==> src/rtl/dwt2d_haar_tile.sv <==
// Streaming single-level 2D Haar DWT over NxN tiles: horizontal pass on row entry,
// vertical pass combinationally from the tile buffer while draining coefficient rows.
module dwt2d_haar_tile #(
  parameter int N     = 8,
  parameter int PIX_W = 8
) (
  input  logic                     clk,
  input  logic                     rst_n,
  input  logic                     in_valid,
  output logic                     in_ready,
  input  logic [N*PIX_W-1:0]       in_row,
  output logic                     out_valid,
  input  logic                     out_ready,
  output logic [N*(PIX_W+3)-1:0]   out_row,
  output logic                     out_last
);

  localparam int ROW_W  = PIX_W + 2;
  localparam int COEF_W = PIX_W + 3;
  localparam int CNT_W  = $clog2(N);
  localparam int HALF   = N / 2;

  typedef enum logic {ST_FILL = 1'b0, ST_DRAIN = 1'b1} state_t;

  state_t                  r_state;
  state_t                  w_state_nxt;
  logic [CNT_W-1:0]        r_cnt;
  logic [CNT_W-1:0]        w_cnt_nxt;
  logic                    w_cnt_last;
  logic                    w_accept;
  logic                    w_vert;
  logic [CNT_W-1:0]        w_pair;
  logic [CNT_W-1:0]        w_row_a;
  logic [CNT_W-1:0]        w_row_b;
  logic signed [ROW_W-1:0] w_row_tf [N];
  logic signed [ROW_W-1:0] r_buf [N][N];

  assign w_cnt_last = (r_cnt == CNT_W'(N - 1));
  assign w_accept   = in_ready & in_valid;

  // State register and shared row counter
  always_ff @(posedge clk or negedge rst_n) begin
    if (!rst_n) begin
      r_state <= ST_FILL;
      r_cnt   <= '0;
    end else begin
      r_state <= w_state_nxt;
      r_cnt   <= w_cnt_nxt;
    end
  end

  // Next state: counter wraps naturally since N is a power of two
  always_comb begin
    w_state_nxt = r_state;
    w_cnt_nxt   = r_cnt;
    case (r_state)
      ST_FILL: begin
        if (in_valid) begin
          w_cnt_nxt   = r_cnt + CNT_W'(1);
          w_state_nxt = w_cnt_last ? ST_DRAIN : ST_FILL;
        end else begin
          w_cnt_nxt   = r_cnt;
        end
      end
      ST_DRAIN: begin
        if (out_ready) begin
          w_cnt_nxt   = r_cnt + CNT_W'(1);
          w_state_nxt = w_cnt_last ? ST_FILL : ST_DRAIN;
        end else begin
          w_cnt_nxt   = r_cnt;
        end
      end
      default: begin
        w_state_nxt = ST_FILL;
        w_cnt_nxt   = '0;
      end
    endcase
  end

  // Handshake outputs depend on registered state only
  always_comb begin
    in_ready  = 1'b0;
    out_valid = 1'b0;
    out_last  = 1'b0;
    case (r_state)
      ST_FILL:  in_ready = 1'b1;
      ST_DRAIN: begin
        out_valid = 1'b1;
        out_last  = w_cnt_last;
      end
      default:  in_ready = 1'b0;
    endcase
  end

  // Horizontal pass: L in the low half, H in the high half of the row
  always_comb begin
    for (int k = 0; k < N; k++) begin
      w_row_tf[k] = '0;
    end
    for (int k = 0; k < HALF; k++) begin
      w_row_tf[k]        = ROW_W'(in_row[2*k*PIX_W +: PIX_W]) + ROW_W'(in_row[(2*k+1)*PIX_W +: PIX_W]);
      w_row_tf[k + HALF] = ROW_W'(in_row[2*k*PIX_W +: PIX_W]) - ROW_W'(in_row[(2*k+1)*PIX_W +: PIX_W]);
    end
  end

  // Tile buffer has no reset; rows are always written before being read
  always_ff @(posedge clk) begin
    if (w_accept) begin
      r_buf[r_cnt] <= w_row_tf;
    end
  end

  // Vertical pass: upper output rows sum a row pair, lower rows take its difference
  always_comb begin
    w_vert  = (r_cnt >= CNT_W'(HALF));
    w_pair  = w_vert ? (r_cnt - CNT_W'(HALF)) : r_cnt;
    w_row_a = w_pair << 1'b1;
    w_row_b = w_row_a | CNT_W'(1);
    out_row = '0;
    for (int s = 0; s < N; s++) begin
      if (w_vert) begin
        out_row[s*COEF_W +: COEF_W] = COEF_W'(r_buf[w_row_a][s]) - COEF_W'(r_buf[w_row_b][s]);
      end else begin
        out_row[s*COEF_W +: COEF_W] = COEF_W'(r_buf[w_row_a][s]) + COEF_W'(r_buf[w_row_b][s]);
      end
    end
  end

endmodule

==> config.mk <==
export PLATFORM = sky130hd
export DESIGN_NAME = dwt2d_haar_tile
export DESIGN_NICKNAME = d
export VERILOG_FILES = /design/src/rtl/dwt2d_haar_tile.sv
export SDC_FILE = /design/constraint.sdc
export NUM_CORES = 1
export LEC_CHECK = 0
export ABC_AREA = 0
export CORE_ASPECT_RATIO = 0.6
export CORE_MARGIN = 2
export CORE_UTILIZATION = 65
export CTS_CLUSTER_DIAMETER = 150
export DETAILED_ROUTE_END_ITERATION = 6
export PLACE_DENSITY = 0.84
export SLEW_MARGIN = 15
export SYNTH_ARGS = -nofsm -noshare
export SYNTH_HDL_FRONTEND = slang
export SYNTH_SLANG_ARGS = --single-unit
==> constraint.sdc <==
create_clock -name clk -period 12.2 [get_ports clk]
set_input_delay 2.44 -clock clk [delete_from_list [all_inputs] [get_ports clk]]
set_output_delay 2.44 -clock clk [all_outputs]
set_load 0.02 [all_outputs]
==> flow_summary_export.csv <==
group,metric,value,unit
cells_and_area,n_fill_cell,2420,
floorplan,core-area,0.0421,mm2
timing,rsz0062_at_grt,"false",
global_routing,grt_max_degree,90,
timing,setup_viol_count_final,0,
routing,post_drt_wl_per_cell,24.8,um
timing,worst_pin_slew,1160,ps
worst_setup_path,cp_slowest_cell,"dfrtp_4",
clocking,cts_sinks,548,
placed_design,io_buffers,158,
worst_setup_path,cp.required,9760,ps
synthesis,synth_area_per_cell,15.1,um2
synthesis,syn_inst,1844,
synthesis,synthArstFlopShare,0.730,%
placed_design,gp_congestion,0.876,
floorplan,die_w,271,um
clocking,cts_tree,"yes",
clocking,post_cts_buffers,0,
global_routing,grt.overflow.total,0,
routing,drt_iter0_drc,2430,
global_routing,grt_pass1_vias,17001,
floorplan,rows,58,
synthesis,ys_warn_count,0,
timing,drv_slew,0,
worst_setup_path,crit_path_end_kind,"output port",
cells_and_area,syn2layout_area_growth,13.3,%
placed_design,dp_hpwl,42100,um
run_status,status,"finished, final reports clean",
floorplan,io_pins,159,
routing,ant_nets,0,
synthesis,syn_nets,2111,
worst_setup_path,critPathKind,"flop to output port",
worst_setup_path,path_cells,"buf_4, mux4_2, or3_4, nor3_4, nor2_1, xnor2_1, ha_1, o21a_1, nor2_1, nor2b_1, a21oi_1, o21ai_0, xnor2_1, clkdlybuf4s50_1",
synthesis,synth-seq-area-share,59.0,%
routing,routed_wl,65000,um
timing,fin_crit,8370,ps
timing,finalSetupTns,0,ps
routing,dr.pass1.iters,6,
routing,via_per_inst,6.41,
clocking,htreeDepth,2,
global_routing,grt_first_pass_wirelength,98600,um
worst_setup_path,cpPeakStageDelay,930,ps
clocking,ctsLongestPathBuffers,3,
synthesis,synth_edf_count,544,
clocking,path_clk_slew,60,ps
floorplan,dieArea,0.0446,mm2
cells_and_area,final_layout_size_suffix_gt1_share,11.6,%
timing,period_share,68.6,%
timing,max_freq,0.119,GHz
global_routing,grt_use_total,29.6,%
timing,slew_headroom,22.7,%
clocking,cts_root_buffer,"clkbuf_16",
clocking,cts_resized,0,
job,maxCapViolCount,0,
timing,hold_viol_final,0,
synthesis,ys.flop_type,"edfxtp_1",
cells_and_area,n_antenna_cell,0,
timing,skew,17.1,ps
worst_setup_path,worstPathArrival,5930,ps
synthesis,synth-seq-cells,548,
clocking,clock_latency,580,ps
routing,vias,16803,
global_routing,antenna_found_initial,1,
clocking,cts_hold_buf,0,
synthesis,synthesis.area,0.0278,mm2
floorplan,die_h,164,um
synthesis,synthDistinctLibCells,65,
clocking,numCtsBuffers,48,
routing,drc,0,
worst_setup_path,worst-path-max-fanout,53,
worst_setup_path,startpoint_type,"flop",
cells_and_area,final_nets,2286,
hold_path,hold_path_class,"flop to flop",
floorplan,initial_core_util,66.2,%
metal layers:
layer	GRT usage, %	up-vias	share of wire, %
met5	0	-	0
met4	6.94	0	1.8
met3	4.34	104	10
met2	45.7	925	46
met1	45.4	8441	42
li1	-	7333	-
cell families (layout without fill, tap and decap cells):
logic type | after synthesis | in the layout | share of synthesized area, %
xor gates and xnor gates | 130 | 130 | 4.09
DFF | 548 | 548 | 59.0
buffers and inverters | 226 | 435 | 3.59
muxes | 152 | 152 | 11.7
and+or+nand+nor | 287 | 287 | 5.26
AOI/OAI and AO/OA | 302 | 302 | 6.83
adders and majority gates | 199 | 199 | 9.48
synth_stat cells, types with 24 or more instances:
library cell    n  area, um2
edfxtp_1      544      16300
ha_1          179       2240
inv_1         177        664
mux4_2        121       2730
nor2_1         95        357
a21oi_1        93        465
xnor2_1        85        744
o21ai_0        68        340
nand2_1        55        206
xor2_1         45        394
nand2b_1       36        225
nor2b_1        30        188
nor3_1         24        120
per-stage QoR:
step	setup WS (ps)	instances	cell area, um2	utilization, %	hold WS (ps)
2_1_floorplan	4250	1844	27800	-	659
3_3_place_gp	4580	2539	30000	71.3	559
3_5_place_dp	4510	2539	30000	71.3	581
4_1_cts	3870	2623	31500	74.9	592
5_1_grt	3590	2623	31500	74.9	637
6_report	3830	2623	31500	74.9	593
layout by cell type (no fill, tap or decap), types with 9 or more instances in the layout:
cell type / instances
a211oi_1: 13
a21boi_0: 15
a21o_1: 15
a21oi_1: 93
a31oi_1: 10
buf_4: 14
clkbuf_16: 49
clkdlybuf4s50_1: 158
clkinv_2: 9
edfxtp_1: 544
fa_1: 20
ha_1: 179
inv_1: 177
mux2i_1: 13
mux4_1: 14
mux4_2: 121
nand2_1: 55
nand2b_1: 36
nor2_1: 89
nor2b_1: 30
nor3_1: 22
o21a_1: 10
o21ai_0: 68
o21bai_1: 12
o31ai_1: 12
xnor2_1: 85
xor2_1: 45
sequential cells by signal, indices dropped and copies added (netlist names):
| signal | count |
|---|---|
| r_cnt | 3 |
| r_state | 1 |
| r_buf | 544 |
area by class of cell:
type                            instances  area (um2)  area share, %
Timing Repair Buffer                  174        1720           5.45
Multi-Input combinational cell       1070       10500           33.2
Sequential cell                       548       16400           52.1
Clock buffer                           56        1250           3.97
Clock inverter                         28         279          0.884
Inverter                              177         664           2.11
Tap cell                              570         713           2.26
critical path: cells and delay by family (launching register included):
family	cells	cell delay (ps)
adders and majority gates	1	350
AOI/OAI and AO/OA	3	610
and+or+nand+nor	5	950
xor gates and xnor gates	2	550
DFF	1	930
buffers and inverters	2	1440
muxes	1	480
final timing paths:
check,from,to,slack (ps),cells after the start
worst max register to register,r_cnt[2]$_DFFE_PN0P_,r_buf[3][52]$_DFFE_PP_,8060,5
min in group asynchronous,rst_n,r_state$_DFF_PN0_,2070,1
worst min-delay path,r_state$_DFF_PN0_,r_state$_DFF_PN0_,590,1
max in group asynchronous,rst_n,r_cnt[2]$_DFFE_PN0P_,9920,1
worst min register to register,r_state$_DFF_PN0_,r_state$_DFF_PN0_,590,1
worst max-delay path,r_cnt[1]$_DFFE_PN0P_,out_row[65],3830,14
Power is not shown: default switching activity piles up to over one toggle a cycle in this logic, so the estimate is an artifact.
